[src/rtl/life_array_grid.sv]
// ROWS x COLS Game-of-Life tile (B3/S23) with halo or torus edges, a row-major scan chain,
// random-access writes and a counted single-step engine with generation/stability status.
module life_array_grid #(
    parameter int ROWS  = 8,
    parameter int COLS  = 8,
    parameter int GEN_W = 16,
    localparam int RW = (ROWS > 1) ? $clog2(ROWS) : 1,
    localparam int CW = (COLS > 1) ? $clog2(COLS) : 1
) (
    input  logic                   clk,
    input  logic                   reset,
    output logic [ROWS*COLS-1:0]   alive,
    input  logic [RW-1:0]          row,
    input  logic [CW-1:0]          col,
    input  logic                   val,
    input  logic                   write_enb,
    input  logic                   scan,
    input  logic                   scan_write_val,
    input  logic                   scan_write_enb,
    output logic                   scan_read_val,
    input  logic                   run,
    input  logic                   step,
    input  logic [GEN_W-1:0]       step_count,
    input  logic                   wrap,
    input  logic [COLS-1:0]        n,
    input  logic [COLS-1:0]        s,
    input  logic [ROWS-1:0]        w,
    input  logic [ROWS-1:0]        e,
    input  logic                   nw,
    input  logic                   ne,
    input  logic                   sw,
    input  logic                   se,
    output logic                   busy,
    output logic                   done,
    output logic [GEN_W-1:0]       gen_count,
    output logic                   stable,
    output logic                   extinct
);

    typedef enum logic {IDLE, STEP} state_t;

    state_t             state;
    logic [GEN_W-1:0]   remaining;
    logic               gen_en;
    logic               pad [ROWS+2][COLS+2];
    logic [3:0]         cnt;
    logic [ROWS*COLS-1:0] life_next;
    logic [ROWS*COLS-1:0] scan_next;

    function automatic logic life_rule(input logic cur, input logic [3:0] nbrs);
        return (nbrs == 4'd3) | (cur & (nbrs == 4'd2));
    endfunction

    assign gen_en        = (run | busy) & ~write_enb & ~scan & ~reset;
    assign scan_read_val = alive[ROWS*COLS-1];
    assign extinct       = ~|alive;

    // Grid framed by one ring of neighbours: either the halo inputs or the wrapped opposite edge.
    always_comb begin
        for (int r = 0; r < ROWS + 2; r++)
            for (int c = 0; c < COLS + 2; c++)
                pad[r][c] = 1'b0;
        for (int r = 0; r < ROWS; r++)
            for (int c = 0; c < COLS; c++)
                pad[r+1][c+1] = alive[c*ROWS+r];
        for (int c = 0; c < COLS; c++) begin
            pad[0][c+1]      = wrap ? alive[c*ROWS+ROWS-1] : n[c];
            pad[ROWS+1][c+1] = wrap ? alive[c*ROWS]        : s[c];
        end
        for (int r = 0; r < ROWS; r++) begin
            pad[r+1][0]      = wrap ? alive[(COLS-1)*ROWS+r] : w[r];
            pad[r+1][COLS+1] = wrap ? alive[r]               : e[r];
        end
        pad[0][0]           = wrap ? alive[ROWS*COLS-1]       : nw;
        pad[0][COLS+1]      = wrap ? alive[ROWS-1]            : ne;
        pad[ROWS+1][0]      = wrap ? alive[(COLS-1)*ROWS]     : sw;
        pad[ROWS+1][COLS+1] = wrap ? alive[0]                 : se;
    end

    always_comb begin
        life_next = '0;
        cnt       = '0;
        for (int r = 0; r < ROWS; r++) begin
            for (int c = 0; c < COLS; c++) begin
                cnt = 4'(pad[r][c])   + 4'(pad[r][c+1])   + 4'(pad[r][c+2]) +
                      4'(pad[r+1][c])                     + 4'(pad[r+1][c+2]) +
                      4'(pad[r+2][c]) + 4'(pad[r+2][c+1]) + 4'(pad[r+2][c+2]);
                life_next[c*ROWS+r] = life_rule(pad[r+1][c+1], cnt);
            end
        end
    end

    // Chain runs row-major from cell(0,0) to cell(ROWS-1,COLS-1).
    always_comb begin
        scan_next = '0;
        for (int r = 0; r < ROWS; r++) begin
            for (int c = 0; c < COLS; c++) begin
                if (c > 0)
                    scan_next[c*ROWS+r] = alive[(c-1)*ROWS+r];
                else if (r > 0)
                    scan_next[r] = alive[(COLS-1)*ROWS+r-1];
                else
                    scan_next[0] = scan_write_enb ? scan_write_val : alive[ROWS*COLS-1];
            end
        end
    end

    always_ff @(posedge clk) begin
        done <= 1'b0;
        if (reset) begin
            alive     <= '0;
            state     <= IDLE;
            busy      <= 1'b0;
            remaining <= '0;
            gen_count <= '0;
            stable    <= 1'b0;
        end else begin
            if (write_enb) begin
                for (int r = 0; r < ROWS; r++)
                    for (int c = 0; c < COLS; c++)
                        if (row == RW'(r) && col == CW'(c))
                            alive[c*ROWS+r] <= val;
                stable <= 1'b0;
            end else if (scan) begin
                alive  <= scan_next;
                stable <= 1'b0;
            end else if (gen_en) begin
                alive     <= life_next;
                gen_count <= gen_count + GEN_W'(1);
                stable    <= (life_next == alive);
            end

            case (state)
                IDLE: begin
                    if (step) begin
                        if (step_count != '0) begin
                            state     <= STEP;
                            busy      <= 1'b1;
                            remaining <= step_count;
                        end else begin
                            done <= 1'b1;
                        end
                    end
                end
                STEP: begin
                    if (gen_en) begin
                        if (remaining == GEN_W'(1)) begin
                            state <= IDLE;
                            busy  <= 1'b0;
                            done  <= 1'b1;
                        end
                        remaining <= remaining - GEN_W'(1);
                    end
                end
                default: state <= IDLE;
            endcase
        end
    end

endmodule

[config.mk]
export PLATFORM = sky130hd
export DESIGN_NAME = life_array_grid
export DESIGN_NICKNAME = d
export VERILOG_FILES = /design/src/rtl/life_array_grid.sv
export SDC_FILE = /design/constraint.sdc
export NUM_CORES = 1
export LEC_CHECK = 0
export CORE_AREA = 4 4 200 202
export CTS_BUF_LIST = sky130_fd_sc_hd__clkbuf_8
export DETAILED_ROUTE_END_ITERATION = 7
export DIE_AREA = 0 0 204 206
export PLACE_DENSITY = 0.7
export SLEW_MARGIN = 20
export SYNTH_ARGS = -nofsm -noshare
export SYNTH_HDL_FRONTEND = slang
export SYNTH_SLANG_ARGS = --single-unit
[constraint.sdc]
create_clock -name clk -period 6.9 [get_ports clk]
set_input_delay 1.035 -clock clk [delete_from_list [all_inputs] [get_ports clk]]
set_output_delay 1.035 -clock clk [all_outputs]
set_load 0.01 [all_outputs]
-- Word-level counts from Yosys, hierarchy flattened
Cells that the tools add are included.
- register bits: 100
- bitwise logic cells: 136
- equality and inequality tests: 212
- reduce and logical (&&, ||, !) cells: 138
- muxes and demuxes: 123
- $add $sub $neg: 450
- operators by type and width (cell ; count):
    $add A4 B1 Y4 ; 256
    $eq A4 B2 Y1 const B ; 128
    $add A3 B1 Y4 ; 64
    $add A2 B1 Y3 ; 64
    $mux W64 ; 3
    $ne A2 B1 Y1 const B ; 66
    $add A1 B1 Y2 ; 64
    $reduce_and A2 Y1 ; 64
    $mux W1 ; 113
    $and A1 B1 Y1 ; 67
    $or A1 B1 Y1 ; 65
    $eq A64 B64 Y1 ; 1
    $logic_and A1 B1 Y1 ; 64
    $reduce_or A64 Y1 ; 1
    $mux W16 ; 3
    $pmux W16 S2 ; 1
    $eq A3 B3 Y1 const B ; 8
    $add A16 B1 Y16 const B ; 1
    $eq A16 B1 Y1 const B ; 1
    $reduce_bool A16 Y1 ; 1
    $sub A16 B1 Y16 const B ; 1
    $eq A3 B2 Y1 const B ; 4
    $eq A3 B1 Y1 const B ; 2
    $logic_not A3 Y1 ; 2
    8 further kinds ; 15

-- Longest topological paths before layout
- depth after elaboration: 14
- gate-level depth with buffers: 18
- depth with buffers taken out: 16

-- Worst setup path after synthesis
No wires, ideal clock.
- kind: input port to flip-flop
- start point: input wrap
- end point: register stable
- required time: 6833 ps
- path buffers: 2
- path slack: 614 ps
- stages on the path: 17
- arrival: 6219 ps
- cells stage by stage: clkbuf_1 > clkbuf_1 > mux2i_1 > fa_1 > fa_1 > inv_1 > fa_1 > ha_1 > fa_1 > or3b_1 > nand2_1 > mux2i_1 > or4_1 > nor3_1 > nand4_1 > or3_1 > o21ai_2
- cells in the longest elaborated chain, start to end: 12
- ends and longest elaborated chain (what ; RTL line ; text):
    from (decl) ; 24 ; input logic wrap,
    $mux W1 (on tied branches) ; 74, 67, 71 ;
    $add A1 B1 Y2 ; 85 ; cnt = 4'(pad[r][c]) + 4'(pad[r][c+1]) + 4'(pad[r][c+2]) +
    $add A2 B1 Y3 ; 85 ;
    $add A3 B1 Y4 ; 85 ;
    $add A4 B1 Y4 (2 in series) ; 86 ; 4'(pad[r+1][c]) + 4'(pad[r+1][c+2]) +
    $add A4 B1 Y4 (2 in series) ; 87 ; 4'(pad[r+2][c]) + 4'(pad[r+2][c+1]) + 4'(pad[r+2][c+2]);
    $eq A4 B2 Y1 ; 51 ; return (nbrs == 4'd3) | (cur & (nbrs == 4'd2));
    $and A1 B1 Y1 ; 51 ;
    $or A1 B1 Y1 ; 51 ;
    $eq A64 B64 Y1 (*) ; 130 ; stable <= (life_next == alive);
    to (signal assigned) ; 130 ;
    to (decl) ; 36 ; output logic stable,
Every way passes the cells marked *; elsewhere a longest branch is shown, timed or not.
A chain may end at the register's enable or synchronous reset.

-- Worst setup path after layout
- start point: input s[1]
- end point: register stable
- cells in the longest elaborated chain, start to end: 8
- ends and longest elaborated chain (what ; RTL line ; text):
    from (decl) ; 26 ; input logic [COLS-1:0] s,
    $mux W1 (*) ; 68 ; pad[ROWS+1][c+1] = wrap ? alive[c*ROWS] : s[c];
    $add A4 B1 Y4 ; 86 ;
    $add A4 B1 Y4 (2 in series) ; 87 ;
    $eq A4 B2 Y1 ; 51 ;
    $and A1 B1 Y1 ; 51 ;
    $or A1 B1 Y1 ; 51 ;
    $eq A64 B64 Y1 (*) ; 130 ;
Marked as above.

==> impl_metrics.yaml <==
worst_setup_path:
  cp-end-kind: "register"
  cp.arrival_ps: 6300
  critical_path.n_buffers_inverters: 2
  cp_top_family: "adder cells"
  path_cells: "clkdlybuf4s50_1, mux2i_1, fa_1, fa_1, inv_1, fa_1, ha_1, fa_1, or3b_1, nand2_1, mux2i_1, or4_1, nor3_1, nand4_1, or3_1, o21ai_2"
  start_kind: "input pin"
  critPathMaxFanout: 3
  cpMostUsedCell: "fa_1"
  required_ps: 7330
  slowest_delay_ps: 560
  critPathSlowestCell: "fa_1"
  worstSetupPathType: "input pin to register"
drt:
  wl_met2_um: 33300
  ant_nets: 0
  vias: 18900
  drt_first_pass_iters: 8
  drt-initial-drc-count: 2102
  drt-wirelength-per-cell_um: 27.2
  wl_met1_um: 30600
  routed.top_layer: "met4"
  wl_um: 79000
  viasPerCell: 6.52
  wl_met3_um: 10200
  drc: 0
floorplanning:
  core_sq_um: 38300
  die_w_um: 204
  die_h_um: 206
  dieArea_sq_um: 42000
  boundaryPins: 153
  num_rows: 72
  initial_core_util_pct: 49.3
timing:
  rsz0062_at_grt: "false"
  clock.fmax_ghz: 0.170
  layout_setup_ws_ps: 1030
  fin_setup_tns_ps: 0
  worstMarginPinSlew_ps: 1120
  fin_crit_sh_pct: 85.1
  drv_slew: 0
  finalClockSkew_ps: 20.6
  slew_headroom_pct: 24.3
  hold_viol_final: 0
  final-setup-viol-count: 0
  min_period_ps: 5870
logic_synthesis:
  synth_cells: 2252
  syn_avg_cell_area_sq_um: 8.39
  ys.flop_type: "dfxtp_1"
  synth.distinct_cells: 80
  syn_nets: 2799
  synth-seq-cells: 100
  seq_area_frac_synth_pct: 10.6
  yosysWarnings: 0
  synth_edf_count: 0
  async_flop_share_pct: 0
  syn-cell-area_sq_um: 18900
global_route:
  grt_overflow_total: 0
  grt_pass1_vias: 18100
  groute.usage.overall_pct: 37.3
  grt_pass1_wl_um: 116000
  grt_max_degree: 102
  antenna_found_initial: 2
power_and_ir_drop:
  p_leak_uw: 0.0101
  clock_power_share_pct: 11.9
  switchingPower_uw: 2190
  p_int_uw: 1910
  vdd_ir_drop_max_mv: 0.115
  cellPowerDensity_nw_per_um2: 192
  combPwrFrac_pct: 71.2
  swShare_pct: 53.4
  power.total_uw: 4110
  power_frac_seq_pct: 16.9
clocking:
  htreeDepth: 3
  insertion_delay_ps: 490
  cts_hold_buffers: 0
  cts_root_buf: "clkbuf_8"
  tritoncts: "done"
  postCtsSetupBuffers: 0
  clock_path_buffers: 2
  clock-sinks: 100
  cts.clk_slew.worst_paths_ps: 140
  cts_buffers: 9
  cts_resized: 0
placement:
  portBuffers: 152
  dpl.hpwl_um: 60400
  place_ws_ps: 596
  gp_congestion: 1.07
status:
  status: "completed"
finish:
  drive_above_1_share_pct: 4.23
  areaGrowthSynthToFinish_pct: 13.3
  fin_nets: 2928
  fin_util_pct: 55.9
worst_hold_path:
  hold_path.class: "register to register"
job:
  maxCapViolCount: 0
==> path summary, 6_finish.rpt <==
| check | slack, ps | depth (start not counted) | startpoint | end |
|---|---|---|---|---|
| setup / recovery | 1030 | 16 | s[1] | stable |
| hold / removal | 490 | 2 | remaining[14] | remaining[14] |
| setup reg to reg | 1190 | 14 | alive[44] | stable |
| hold reg to reg | 490 | 2 | remaining[14] | remaining[14] |
==> synthesized netlist by cell type (5+ instances only) <==
master	number	share of area, %
buf_1	13	0.26
inv_2	10	0.20
a31oi_1	15	0.50
xor2_1	10	0.46
xnor2_1	6	0.28
o211ai_1	11	0.44
o2bb2ai_1	5	0.23
and3_1	20	0.66
or3_1	9	0.30
a211oi_1	47	1.9
nand3b_1	31	1.2
o311ai_0	11	0.51
nand4_1	37	1.2
o32ai_1	6	0.28
mux2i_1	40	2.1
fa_1	256	27
nor2b_1	15	0.50
a221oi_1	5	0.23
ha_1	223	15
nand2_1	147	2.9
o22ai_1	15	0.50
nor3b_1	10	0.40
or4_1	5	0.20
o21ai_0	140	3.7
a2111oi_0	11	0.51
clkbuf_1	69	1.4
o221ai_1	8	0.37
nand4b_1	5	0.23
nand2b_1	15	0.50
a22oi_1	13	0.52
inv_1	331	6.6
nor3_1	43	1.1
o31ai_1	23	0.91
nand3_1	25	0.66
a41oi_1	40	1.9
nor4_1	36	1.2
a21oi_1	157	4.2
and4_1	16	0.74
dfxtp_1	100	11
and2_1	9	0.30
nor2_1	189	3.8
==> metal layers <==
metal  track usage [%]  vias up
met4              18.4        0
met5                 0        -
met1              49.9     9207
met3              10.7      264
met2              55.6     1288
li1                  -     8168
==> layout by cell type (no fill, tap or decap), types with 23 or more instances in the layout <==
master,instances
nand4_1,37
nor2_1,188
nor3_1,43
fa_1,256
nand3b_1,31
nand3_1,25
a41oi_1,40
mux2i_1,40
buf_4,52
clkdlybuf4s50_1,148
a21oi_1,157
ha_1,223
inv_1,331
nand2_1,147
o31ai_1,23
o21ai_0,140
a211oi_1,47
dfxtp_1,100
nor4_1,36
==> power by group through the flow <==
stage,logic [uW],clock network [uW],registers [uW]
6_report,2920,490,695
5_1_grt,3220,508,698
4_1_cts,2840,496,691
3_5_place_dp,2820,0,703
3_3_place_gp,2740,0,702
2_1_floorplan,1860,0,700
==> area by class of cell <==
class                      instances  area (sq um)
fill                            3549         16900
multi-input combinational       1725         15300
sequential                       100          2000
timing repair buffer             204          1940
inverter                         341          1280
tap                              518           648
clock buffer                       9           124
clock inverter                     7           100
antenna                            1          2.50
==> registers in the layout, summed over array words and instances (netlist names) <==
name       cells
state          1
busy           1
remaining     16
gen_count     16
alive         64
done           1
stable         1
==> through the flow <==
stage	hold slack [ps]	area [sq um]	cells
after floorplan	451	18900	2252
after global placement	464	21100	2886
after detailed placement	478	21100	2886
after CTS	493	21300	2902
after global routing	527	21400	2904
final	494	21400	2905
==> kinds of logic (layout without fill, tap and decap cells) <==
| logic type | count (synthesis) | after routing | share of synthesized area [%] |
|---|---|---|---|
| buf+inv | 427 | 561 | 8.53 |
| other cells | 0 | 1 | 0 |
| simple gates | 636 | 636 | 17.1 |
| mux | 43 | 43 | 2.30 |
| compound gates | 551 | 551 | 18.8 |
| xor+xnor | 16 | 16 | 0.742 |
| fa+ha+maj | 479 | 479 | 41.9 |
| flops | 100 | 100 | 10.6 |
==> tightest hold or removal path: stages (launching register included) <==
cell	delay, ps
dfxtp_1	330
o21ai_0	70
a21oi_1	60
Note: power is estimated with default switching activity, not from simulation.
